$ cat config.mk
export PLATFORM = sky130hd
export DESIGN_NAME = spi_slave_tx_sched_flat
export DESIGN_NICKNAME = d
export VERILOG_FILES = /design/src/rtl/spi_slave_tx_sched_if.sv /design/src/rtl/spi_slave_tx_sched.sv /design/src/flat_wrapper.sv
export SDC_FILE = /design/constraint.sdc
export NUM_CORES = 1
export LEC_CHECK = 0
export BUFFER_PORTS_ARGS = -buffer_cell sky130_fd_sc_hd__buf_2
export CAP_MARGIN = 20
export CORE_ASPECT_RATIO = 1.2
export CORE_MARGIN = 1.5
export CORE_UTILIZATION = 30
export DETAILED_ROUTE_END_ITERATION = 10
export PLACE_DENSITY_LB_ADDON = 0.1
export SLEW_MARGIN = 20
export SYNTH_ARGS = -nofsm -noshare
export SYNTH_HDL_FRONTEND = slang
export SYNTH_SLANG_ARGS = --single-unit
$ cat constraint.sdc
create_clock -name sclk -period 3.4 [get_ports sclk]
set_clock_uncertainty 0.1 [all_clocks]
set_input_delay 0.85 -clock sclk [delete_from_list [all_inputs] [get_ports sclk]]
set_output_delay 0.85 -clock sclk [all_outputs]
set_load 0.03 [all_outputs]
$ cat src/rtl/spi_slave_tx_sched_if.sv
// Scheduler-facing bundle: TX FIFO pop port, shifter control and transfer status.
// master drives requests and shifter feedback; slave is the scheduler.
interface spi_slave_tx_sched_if #(
   parameter int unsigned DATA_WIDTH = 32
);
   logic                  start_i;
   logic                  quad_i;
   logic [7:0]            dummy_i;
   logic [15:0]           words_i;
   logic [DATA_WIDTH-1:0] fifo_data_i;
   logic                  fifo_valid_i;
   logic                  fifo_ready_o;
   logic [DATA_WIDTH-1:0] tx_data_o;
   logic                  tx_data_valid_o;
   logic [7:0]            tx_counter_o;
   logic                  tx_counter_upd_o;
   logic                  tx_en_quad_o;
   logic [1:0]            tx_pad_mode_o;
   logic                  tx_done_i;
   logic                  busy_o;
   logic                  done_o;
   logic                  underrun_o;
   logic [15:0]           words_sent_o;

   modport master (
      output start_i, quad_i, dummy_i, words_i,
      output fifo_data_i, fifo_valid_i, tx_done_i,
      input  fifo_ready_o, tx_data_o, tx_data_valid_o,
      input  tx_counter_o, tx_counter_upd_o,
      input  tx_en_quad_o, tx_pad_mode_o,
      input  busy_o, done_o, underrun_o, words_sent_o
   );

   modport slave (
      input  start_i, quad_i, dummy_i, words_i,
      input  fifo_data_i, fifo_valid_i, tx_done_i,
      output fifo_ready_o, tx_data_o, tx_data_valid_o,
      output tx_counter_o, tx_counter_upd_o,
      output tx_en_quad_o, tx_pad_mode_o,
      output busy_o, done_o, underrun_o, words_sent_o
   );
endinterface

$ cat src/rtl/spi_slave_tx_sched.sv
// SPI slave TX sequencer: dummy turnaround, FIFO pop and shifter (re)load per word.
// Runs entirely on sclk; cs high is the asynchronous reset / abort.
module spi_slave_tx_sched #(
   parameter int unsigned          DATA_WIDTH = 32,
   parameter logic [DATA_WIDTH-1:0] FILL_WORD = 32'hDEAD_BEEF
) (
   input logic                 sclk,
   input logic                 cs,
   spi_slave_tx_sched_if.slave bus
);
   localparam logic [7:0] TGT_STD  = 8'(DATA_WIDTH - 1);
   localparam logic [7:0] TGT_QUAD = 8'(DATA_WIDTH / 4 - 1);

   localparam logic [1:0] PAD_STD_TX  = 2'b00;
   localparam logic [1:0] PAD_STD_RX  = 2'b01;
   localparam logic [1:0] PAD_QUAD_TX = 2'b10;

   typedef enum logic [2:0] {
      IDLE,
      DUMMY,
      LOAD,
      SHIFT,
      FIN
   } state_t;

   state_t                state;
   logic                  quad_q;
   logic [7:0]            dummy_cnt;
   logic [15:0]           words_q;
   logic [15:0]           words_sent_q;
   logic [DATA_WIDTH-1:0] data_q;
   logic [1:0]            pad_q;
   logic                  en_quad_q;
   logic                  busy_q;
   logic                  done_q;
   logic                  underrun_q;

   logic                  more;
   logic                  issue;
   logic [7:0]            tgt;
   logic [DATA_WIDTH-1:0] word;

   // A zero word budget means the transfer only ends on cs.
   assign more = (words_q == 16'd0) || (words_sent_q != words_q);
   assign tgt  = quad_q ? TGT_QUAD : TGT_STD;
   assign word = bus.fifo_valid_i ? bus.fifo_data_i : FILL_WORD;

   always_comb begin
      issue = 1'b0;
      unique case (state)
         LOAD:    issue = 1'b1;
         SHIFT:   issue = bus.tx_done_i && more;
         default: issue = 1'b0;
      endcase
   end

   assign bus.fifo_ready_o     = issue && bus.fifo_valid_i;
   assign bus.tx_data_valid_o  = issue;
   assign bus.tx_counter_upd_o = issue;
   assign bus.tx_counter_o     = issue ? tgt : 8'd0;
   assign bus.tx_data_o        = issue ? word : data_q;
   assign bus.tx_en_quad_o     = en_quad_q;
   assign bus.tx_pad_mode_o    = pad_q;
   assign bus.busy_o           = busy_q;
   assign bus.done_o           = done_q;
   assign bus.underrun_o       = underrun_q;
   assign bus.words_sent_o     = words_sent_q;

   always_ff @(posedge sclk or posedge cs) begin
      if (cs) begin
         state        <= IDLE;
         quad_q       <= 1'b0;
         dummy_cnt    <= 8'd0;
         words_q      <= 16'd0;
         words_sent_q <= 16'd0;
         data_q       <= '0;
         pad_q        <= PAD_STD_RX;
         en_quad_q    <= 1'b0;
         busy_q       <= 1'b0;
         done_q       <= 1'b0;
         underrun_q   <= 1'b0;
      end else begin
         done_q <= 1'b0;
         if (issue) begin
            data_q       <= word;
            words_sent_q <= words_sent_q + 16'd1;
            if (!bus.fifo_valid_i) begin
               underrun_q <= 1'b1;
            end
         end
         unique case (state)
            IDLE: begin
               if (bus.start_i) begin
                  quad_q       <= bus.quad_i;
                  words_q      <= bus.words_i;
                  words_sent_q <= 16'd0;
                  underrun_q   <= 1'b0;
                  busy_q       <= 1'b1;
                  if (bus.dummy_i != 8'd0) begin
                     dummy_cnt <= bus.dummy_i - 8'd1;
                     pad_q     <= PAD_STD_RX;
                     state     <= DUMMY;
                  end else begin
                     pad_q     <= bus.quad_i ? PAD_QUAD_TX : PAD_STD_TX;
                     en_quad_q <= bus.quad_i;
                     state     <= LOAD;
                  end
               end
            end
            DUMMY: begin
               if (dummy_cnt == 8'd0) begin
                  pad_q     <= quad_q ? PAD_QUAD_TX : PAD_STD_TX;
                  en_quad_q <= quad_q;
                  state     <= LOAD;
               end else begin
                  dummy_cnt <= dummy_cnt - 8'd1;
               end
            end
            LOAD: begin
               state <= SHIFT;
            end
            SHIFT: begin
               if (bus.tx_done_i && !more) begin
                  done_q    <= 1'b1;
                  pad_q     <= PAD_STD_RX;
                  en_quad_q <= 1'b0;
                  state     <= FIN;
               end
            end
            FIN: begin
               busy_q <= 1'b0;
               state  <= IDLE;
            end
            default: begin
               state <= IDLE;
            end
         endcase
      end
   end
endmodule

$ cat src/flat_wrapper.sv
// flat-port wrapper written by rule: the top's interface ports become plain ports
module spi_slave_tx_sched_flat 
#(
   parameter int unsigned          DATA_WIDTH = 32,
   parameter logic [DATA_WIDTH-1:0] FILL_WORD = 32'hDEAD_BEEF
)
  (sclk, cs, bus_start_i, bus_quad_i, bus_dummy_i, bus_words_i, bus_fifo_data_i, bus_fifo_valid_i, bus_tx_done_i, bus_fifo_ready_o, bus_tx_data_o, bus_tx_data_valid_o, bus_tx_counter_o, bus_tx_counter_upd_o, bus_tx_en_quad_o, bus_tx_pad_mode_o, bus_busy_o, bus_done_o, bus_underrun_o, bus_words_sent_o);
  spi_slave_tx_sched_if #(.DATA_WIDTH(DATA_WIDTH)) bus_i ();
  input logic sclk;
  input logic cs;
  input wire logic [$bits(bus_i.start_i)-1:0] bus_start_i;
  input wire logic [$bits(bus_i.quad_i)-1:0] bus_quad_i;
  input wire logic [$bits(bus_i.dummy_i)-1:0] bus_dummy_i;
  input wire logic [$bits(bus_i.words_i)-1:0] bus_words_i;
  input wire logic [$bits(bus_i.fifo_data_i)-1:0] bus_fifo_data_i;
  input wire logic [$bits(bus_i.fifo_valid_i)-1:0] bus_fifo_valid_i;
  input wire logic [$bits(bus_i.tx_done_i)-1:0] bus_tx_done_i;
  output wire logic [$bits(bus_i.fifo_ready_o)-1:0] bus_fifo_ready_o;
  output wire logic [$bits(bus_i.tx_data_o)-1:0] bus_tx_data_o;
  output wire logic [$bits(bus_i.tx_data_valid_o)-1:0] bus_tx_data_valid_o;
  output wire logic [$bits(bus_i.tx_counter_o)-1:0] bus_tx_counter_o;
  output wire logic [$bits(bus_i.tx_counter_upd_o)-1:0] bus_tx_counter_upd_o;
  output wire logic [$bits(bus_i.tx_en_quad_o)-1:0] bus_tx_en_quad_o;
  output wire logic [$bits(bus_i.tx_pad_mode_o)-1:0] bus_tx_pad_mode_o;
  output wire logic [$bits(bus_i.busy_o)-1:0] bus_busy_o;
  output wire logic [$bits(bus_i.done_o)-1:0] bus_done_o;
  output wire logic [$bits(bus_i.underrun_o)-1:0] bus_underrun_o;
  output wire logic [$bits(bus_i.words_sent_o)-1:0] bus_words_sent_o;
  assign bus_i.start_i = bus_start_i;
  assign bus_i.quad_i = bus_quad_i;
  assign bus_i.dummy_i = bus_dummy_i;
  assign bus_i.words_i = bus_words_i;
  assign bus_i.fifo_data_i = bus_fifo_data_i;
  assign bus_i.fifo_valid_i = bus_fifo_valid_i;
  assign bus_i.tx_done_i = bus_tx_done_i;
  assign bus_fifo_ready_o = bus_i.fifo_ready_o;
  assign bus_tx_data_o = bus_i.tx_data_o;
  assign bus_tx_data_valid_o = bus_i.tx_data_valid_o;
  assign bus_tx_counter_o = bus_i.tx_counter_o;
  assign bus_tx_counter_upd_o = bus_i.tx_counter_upd_o;
  assign bus_tx_en_quad_o = bus_i.tx_en_quad_o;
  assign bus_tx_pad_mode_o = bus_i.tx_pad_mode_o;
  assign bus_busy_o = bus_i.busy_o;
  assign bus_done_o = bus_i.done_o;
  assign bus_underrun_o = bus_i.underrun_o;
  assign bus_words_sent_o = bus_i.words_sent_o;
  spi_slave_tx_sched #(.DATA_WIDTH(DATA_WIDTH), .FILL_WORD(FILL_WORD)) u_core (.sclk(sclk), .cs(cs), .bus(bus_i));
endmodule
Yosys cells after proc, flatten, opt, wreduce, memory -nomap -nowiden:

Index checks and enable logic that the tools add are counted.

* add/subtract/negate cells: 3
* eq/ne operators: 11
* reduce and logical (&&, ||, !) cells: 18
* mux-type cells: 37

Operators by type and width (count)
* 32-bit 2-to-1 mux: 2
* 16-bit 2-to-1 mux: 3
* 8-bit 2-to-1 mux: 4
* 16-bit by 1-bit adder with 16-bit output, second input constant: 1
* 16-bit logical NOT: 1
* 16-bit inequality test: 1
* 8-bit case mux with 2 select lines: 1
* 8-bit by 1-bit subtractor with 8-bit output, second input constant: 2
* 2-bit 2-to-1 mux: 7
* 3-bit case mux with 4 select lines: 1
* 1-bit 2-to-1 mux: 11
* 3-bit 2-to-1 mux: 3
* 8-bit logical NOT: 1
* 4-bit AND reduction: 2
* 8-bit nonzero test: 1
* 3-bit by 2-bit equality test with 1-bit output, second input constant: 2
* 2-bit by 1-bit inequality test with 1-bit output, second input constant: 3
* 2-bit inequality test, second input constant: 3
* 2-bit case mux with 3 select lines: 1
* 5-bit 2-to-1 mux: 1
* 5-bit AND reduction: 1
* 1-bit case mux with 2 select lines: 2
* 2-bit AND reduction: 2
* 2-bit nonzero test: 2
* other kinds (9): 11

* output and inout bits: 65
* register bits: 82
* word-level logic and storage cells: 80
* bits of input ports: 62

Logic depth before layout (Yosys ltp):

Gate-level depths: netlist of the first run.

* word-level depth: 7
* mapped depth: 9

Worst setup path after synthesis of the first run:

OpenSTA, ideal clock, no wires.

* kind: register to output
* start point: reg u_core.words_sent_q[8], in the netlist u_core.bus.words_sent_o[8]
* end point: out bus_tx_data_o[18]
* buffers on the path: 1
* arrival: 2.496 ns
* stages on the path, launching flop included: 8
* required time: 2.450 ns
* path slack: -0.046 ns
* cell sequence: dfrtp_1 xor2_1 nor4_1 and3_1 a311o_1 inv_2 buf_2 a31oi_1

* cells in the longest elaborated chain, start to end: 5

RTL lines
* from (decl): line spi_slave_tx_sched.sv:30 `logic [15:0] words_sent_q;`
* from (signal assigned): line spi_slave_tx_sched.sv:86 `words_sent_q <= words_sent_q + 16'd1;`
* 16-bit inequality test: line spi_slave_tx_sched.sv:44 `assign more = (words_q == 16'd0) || (words_sent_q != words_q);`
* 1-bit logical OR: line spi_slave_tx_sched.sv:44
* 1-bit logical AND: line spi_slave_tx_sched.sv:52 `SHIFT: issue = bus.tx_done_i && more;`
* 1-bit case mux with 2 select lines: line spi_slave_tx_sched.sv:50 `unique case (state)`
* net bus_tx_counter_upd_o: line flat_wrapper.sv:22 `output wire logic [$bits(bus_i.tx_counter_upd_o)-1:0] bus_tx_counter_upd_o;`
* 32-bit 2-to-1 mux
* to (decl): line flat_wrapper.sv:19 `output wire logic [$bits(bus_i.tx_data_o)-1:0] bus_tx_data_o;`

The timed path passes the listed nets, and every way through them passes these cells.

Final worst setup path of the first run:

* start point: reg u_core.words_q[12]
* end point: out bus_tx_data_o[31]

* cells in the longest elaborated chain, start to end: 5
* elaborated cells on any way between the ends: 6
* classes of those cells: eq/ne (1); mux (2); reduce/logical (3)

RTL lines
* from (decl): line spi_slave_tx_sched.sv:29 `logic [15:0] words_q;`
* from (signal assigned): line spi_slave_tx_sched.sv:95 `words_q <= bus.words_i;`
* 16-bit inequality test or 16-bit logical NOT (tied branches): line spi_slave_tx_sched.sv:44
* 1-bit logical OR *: line spi_slave_tx_sched.sv:44
* 1-bit logical AND *: line spi_slave_tx_sched.sv:52
* 1-bit case mux with 2 select lines *: line spi_slave_tx_sched.sv:50
* 32-bit 2-to-1 mux *

Every way passes the cells marked *; elsewhere a longest branch is shown, timed or not.

==> results of run 1 <==
[kinds of logic after synthesis]
family / Yosys count / share of synthesized area
other cells: 1 / 0.0008896
buf+inv: 67 / 0.07094
simple gates: 202 / 0.2235
xor+xnor: 18 / 0.03740
fa+ha+maj: 2 / 0.005936
mux: 9 / 0.02167
compound gates: 101 / 0.1526
flops: 82 / 0.4871
[stage by stage]
step	instance area, um2	utilization	worst slack (ps)	std cells
floorplan	4223	-	-45.96	484
global placement	5121	0.3722	82.82	771
detailed placement	5121	0.3722	68.00	771
CTS	6226	0.4524	-136.2	814
global route	6641	0.4826	-311.2	825
finish	6641	0.4826	-217.9	825
[sequential cells by signal (all words and copies together) (netlist names)]
signal                    flops
u_core.quad_q                 1
u_core.words_q               16
u_core.bus.done_o             1
u_core.state                  3
u_core.bus.underrun_o         1
u_core.data_q                32
u_core.dummy_cnt              8
u_core.bus.tx_en_quad_o       1
u_core.bus.tx_pad_mode_o      2
u_core.bus.words_sent_o      16
u_core.bus.busy_o             1
[power by group through the flow]
stage / combinational [W] / sequential (W) / clock (W)
2_1_floorplan: 0.00173 / 0.00175 / 0
3_3_place_gp: 0.00258 / 0.00168 / 0
3_5_place_dp: 0.00259 / 0.00168 / 0
4_1_cts: 0.00339 / 0.00167 / 0.00103
5_1_grt: 0.00412 / 0.00175 / 0.00107
6_report: 0.00384 / 0.00169 / 0.000988
[cell type report]
type | instances | area (um2) | share of cell area
clock buffers | 12 | 246.5 | 0.03711
clock inverters | 4 | 51.30 | 0.007724
inverters | 33 | 127.6 | 0.01922
multi-input cells | 335 | 2401 | 0.3615
flip-flops and latches | 82 | 2054 | 0.3093
well taps | 171 | 214.0 | 0.03222
repair buffers | 188 | 1546 | 0.2329
[worst max-delay path, stage by stage, from the launching register on]
cell	delay [ps]
dfrtp_1	410
nor4_2	340
nand4_1	180
and3_4	210
a311o_1	410
inv_4	170
buf_6	150
buf_16	160
a31oi_4	110
buf_6	180
[worst min path at each step]
stage | from | to | slack (ps) | cells past startpoint
after global routing | u_core.bus.tx_pad_mode_o[0]$_DFFE_PP1P_ | u_core.bus.tx_pad_mode_o[0]$_DFFE_PP1P_ | 400 | 2
after detailed placement | u_core.data_q[22]$_DFF_PP0_ | u_core.data_q[22]$_DFF_PP0_ | 370 | 2
after global placement | u_core.data_q[17]$_DFF_PP0_ | u_core.data_q[17]$_DFF_PP0_ | 370 | 2
after CTS | u_core.data_q[17]$_DFF_PP0_ | u_core.data_q[17]$_DFF_PP0_ | 380 | 2
after floorplan | u_core.quad_q$_DFFE_PP0P_ | u_core.quad_q$_DFFE_PP0P_ | 380 | 2
final | u_core.bus.tx_pad_mode_o[0]$_DFFE_PP1P_ | u_core.bus.tx_pad_mode_o[0]$_DFFE_PP1P_ | 380 | 2
[layout by cell type, fill, tap and decap left out, drive strengths merged, types with 11 or more instances in the layout]
master / instances
a21oi: 20
dfrtp: 81
o21ai: 25
nand2: 81
nor3: 11
clkbuf: 16
inv: 32
a31oi: 26
buf: 184
nor2: 53
[metal layers]
layer  wire, um  up-vias  global-route usage
met1       5442     1938              0.2052
li1           -     1987                   -
met2       6697      107              0.3013
met4        238        0             0.06892
met5          0        -                   0
met3        666       18             0.04306
[what timing repair did]
item / CTS / global route
pin swaps: 14 / 23
buffers inserted: 25 / 10
resized for setup: 126 / 68
setup endpoints to repair: 40 / 47
hold buffers: 0 / 0
gates cloned: 2 / 4
==> flow_summary.yaml, run 1 <==
clock_network:
  htree_levels: 3
  clock_sinks: 82
  clk_transition_reported_paths_ps: 60
  clockBufferDepth: 2
  clock_latency_ps: 340
  cts_buffers: 9
  cts_tree: "built"
  cts_root_buffer: "clkbuf_16"
pwr:
  switching_share: 0.4288
  power_density_nw_per_um2: 980.8
  seqPwrFrac: 0.259
  ir_drop_uv: 648.6
  clkPwrFrac: 0.152
  power_frac_comb: 0.589
  p_leak_nw: 3.033
  internal-power_w: 0.003721
  switchingPower_w: 0.002793
  power_w: 0.006514
synth:
  synthTopCellsByCount: "dfrtp_1 (81), nand2_1 (81), nor2_1 (53), inv_1 (32), a31oi_1 (26)"
  yosys.area.top_type: "dfrtp_1"
  ys_ff_latch: 82
  avgSynthCellArea_um2: 8.745
  yosysTopAreaCellShare: 0.4809
  netlist_area_um2: 4215
  ys_async_sr_fraction: 1.000
  ys_seq_area_frac: 0.4871
  yosys_warnings: 0
  synth_ff_type: "dfrtp_1"
  synth_edf_count: 0
  yosysUniqueCellTypes: 52
  synthTopCellsByArea: "dfrtp_1 (48%), nand2_1 (7.2%), nor2_1 (4.7%)"
  postSynthCellCount: 482
floorplan:
  fp.dieArea_um2: 14770
  num_io_pins: 127
  core_area_um2: 13760
  start_util: 0.3063
  die_w_um: 111.2
  num_rows: 47
  die_h_um: 132.9
critical_path:
  cp-startpoint: "u_core.words_q[12]$_DFFE_PP0P_"
  reg2reg_to: "u_core.bus.words_sent_o[14]$_DFF_PP0_"
  path_max_fanout: 8
  cp.arrival_ps: 2670
  critical_path.endpoint: "bus_tx_data_o[31]"
  ff2ff_path_depth: 16
  cp-start-kind: "flip-flop"
  cp-end-kind: "output pin"
  cp.required_ps: 2450
  r2r-start: "u_core.words_q[12]$_DFFE_PP0P_"
  critical_path_class: "flip-flop to output pin"
  r2r_slack_ps: 120
sta:
  fin_tns_setup_ps: -5781
  period_minus_slack_ps: 3618
  tightest_slew_ps: 587.6
  finalCritPeriodShare: 1.064
  fin_ws_ps: -217.9
  max_slew_margin: 0.6041
  report.final.slew_viol_count: 0
  rsz0062_at_grt: "yes"
  finalHoldViolCount: 0
  holdWs_ps: 381.9
  setup_viol: 40
  max_freq_mhz: 276.4
cells_and_area:
  num-fill-cells: 1325
  antenna_cells: 0
  nets: 713
  drive_gt1_frac: 0.4190
  syn2layout_area_growth_pct: 57.55
routing:
  vias: 4050
  routed_wl_mm: 13.04
  drtIter0Drc: 158
  viasPerCell: 4.909
  antenna_left: 0
  drcViolationCount: 0
  wire_per_inst_um: 15.81
  dr.pass1.iters: 4
global_route:
  grt_pass1_vias: 4184
  antenna_found_initial: 0
  grt_max_degree: 56
  grt.overflow.total: 0
  grt_pass1_wl_mm: 20.58
  grtUsageTotal: 0.1734
outcome:
  outcome: "finished with violations"
  failed_checks: "negative setup slack"
place:
  dp_hpwl_mm: 8.169
  io_buffer_count: 123
  gp_congestion: 0.7686
min_path:
  hold_class: "flip-flop to flip-flop"
flow_run:
  max-cap-violations: 0
No activity file was read; power rests on OpenSTA's default activity.
==> inputs of run 2 (changes only) <==
--- a/config.mk
+++ b/config.mk
@@ -11,7 +11,7 @@
 export CORE_MARGIN = 1.5
 export CORE_UTILIZATION = 30
 export DETAILED_ROUTE_END_ITERATION = 10
-export PLACE_DENSITY_LB_ADDON = 0.1
+export PLACE_DENSITY = 0.63
 export SLEW_MARGIN = 20
 export SYNTH_ARGS = -nofsm -noshare
 export SYNTH_HDL_FRONTEND = slang
==> run 2 against run 1 <==
Compared with the run above:
- sequential cell count unchanged
- critical endpoint is now bus_tx_data_o[28]
- maximum frequency decreased by 0.40%
- the run still ends with negative setup slack left
- routed wire length increased by 4.8%
- critical path depth increased by 1
==> flow_summary.yaml, run 2 (synthesized netlist as in run 1, its figures left out) <==
floorplan:
  core_area_um2: 13760
  num_io_pins: 127
  start_util: 0.3063
  die_w_um: 111.2
  die_h_um: 132.9
  fp.dieArea_um2: 14770
  num_rows: 47
place:
  dp_slack_ps: 79.76
  dp_hpwl_mm: 8.016
  gp_congestion: 0.8509
  io_buffer_count: 123
cells_and_area:
  nets: 704
  drive_gt1_frac: 0.4279
  final_common_cell: "buf_2"
  antenna_cells: 0
  final_cell_mix: "buf_2 (83), dfrtp_1 (78), nand2_1 (76)"
  largest_reg_flops: 32
  largest_register: "u_core.data_q"
  syn2layout_area_growth_pct: 57.91
routing:
  viasPerCell: 5.119
  antenna_left: 0
  dr.pass1.iters: 4
  wire_per_inst_um: 16.75
  drcViolationCount: 0
  routed_wl_mm: 13.67
  drtIter0Drc: 261
  vias: 4177
critical_path:
  crit_top_cell: "buf_6"
  cp.required_ps: 2450
  cp-start-kind: "flip-flop"
  cp_cell_sequence: "xor2_2 -> nor4_4 -> and3_4 -> a311o_1 -> inv_2 -> buf_6 -> buf_12 -> nor2_1 -> a31oi_4 -> buf_6"
  cpPeakStageDelay_ps: 430
  path_max_fanout: 7
  crit_buf_inv: 4
  critPathSlowestCell: "dfrtp_2"
  critical-path-top-delay-family: "simple AND/OR/NAND/NOR gates"
  cp-end-kind: "output pin"
  critical_path_class: "flip-flop to output pin"
  cp.arrival_ps: 2680
sta:
  fin_ws_ps: -232.6
  max_slew_margin: 0.1709
  setup_viol: 29
  finalHoldViolCount: 0
  max_freq_mhz: 275.3
  period_minus_slack_ps: 3633
  fin_tns_setup_ps: -2921
  rsz0062_at_grt: "yes"
  tightest_slew_ps: 1244
  finalCritPeriodShare: 1.068
  report.final.slew_viol_count: 0
clock_network:
  cts_buffers: 9
  ctsHoldBuffers: 0
  cts_root_buffer: "clkbuf_16"
  clk_transition_reported_paths_ps: 70
  clock_latency_ps: 350
  clockBufferDepth: 2
  htree_levels: 3
  clock_sinks: 82
  cts_tree: "built"
global_route:
  grtUsageTotal: 0.1689
  grt.overflow.total: 0
  antenna_found_initial: 0
  grt_pass1_vias: 4153
  grt_max_degree: 50
  grt_pass1_wl_mm: 20.27
min_path:
  hold_class: "flip-flop to flip-flop"
flow_run:
  max-cap-violations: 0
outcome:
  outcome: "finished with violations"
  failed_checks: "negative setup slack"
pwr:
  ir_drop_uv: 713.0
  p_leak_nw: 2.989
  power_density_nw_per_um2: 1021
[run 2: what timing repair did]
action                     CTS  global route
setup buffers               12            17
setup endpoints to repair   40            40
pin swaps                   11            11
resized for setup          100           120
gates cloned                 3             5
[run 2: area by class of cell]
class	instances	area [um2]
fillers	1272	7104
repair buffers	179	1483
clock inverters	7	78.83
multi-input cells	335	2474
inverters	33	125.1
clock buffers	9	225.2
well taps	171	214.0
flip-flops and latches	82	2057
[run 2: layer usage]
metal,wire length (um),track usage
met1,5315,0.1998
met2,7050,0.2924
met3,963,0.05131
met4,342,0.05556
met5,0,0
[run 2: worst paths after layout]
path	startpoint	endpoint	slack (ps)	depth (start not counted)
max reg2reg	u_core.state[1]$_DFFE_PP0P_	u_core.dummy_cnt[6]$_DFFE_PP0P_	630	8
min in group asynchronous	cs	u_core.data_q[29]$_DFF_PP0_	470	2
min	u_core.bus.tx_pad_mode_o[0]$_DFFE_PP1P_	u_core.bus.tx_pad_mode_o[0]$_DFFE_PP1P_	380	2
min reg2reg	u_core.bus.tx_pad_mode_o[0]$_DFFE_PP1P_	u_core.bus.tx_pad_mode_o[0]$_DFFE_PP1P_	380	2
max in group asynchronous	cs	u_core.bus.tx_pad_mode_o[0]$_DFFE_PP1P_	1990	3
max	u_core.bus.words_sent_o[4]$_DFF_PP0_	bus_tx_data_o[28]	-230	10
[run 2: power by group]
group          total (W)  internal [W]  switching [W]  leakage [nW]
sequential       0.00177       0.00139       0.000378         0.973
combinational    0.00402       0.00183        0.00219          1.87
clock            0.00101      0.000576       0.000432         0.144
total            0.00680       0.00380        0.00300          2.99
[run 2: stage by stage]
step           hold slack, ps  cells  cell area [um2]    util  power (W)
2_1_floorplan           382.7    484             4223       -   0.003478
3_3_place_gp            369.0    763             5049  0.3669   0.004138
3_5_place_dp            372.4    763             5049  0.3669   0.004199
4_1_cts                 381.3    794             5963  0.4334   0.005889
5_1_grt                 414.9    816             6656  0.4837   0.007163
6_report                375.8    816             6656  0.4837   0.006796
[run 2: worst register-to-register path, delay by kind of cell (launching register included)]
kind            cells  cell delay, ps
flops               1             520
mux                 1             300
compound gates      3             630
simple gates        2             650
fa+ha+maj           1             330
buf+inv             1             100
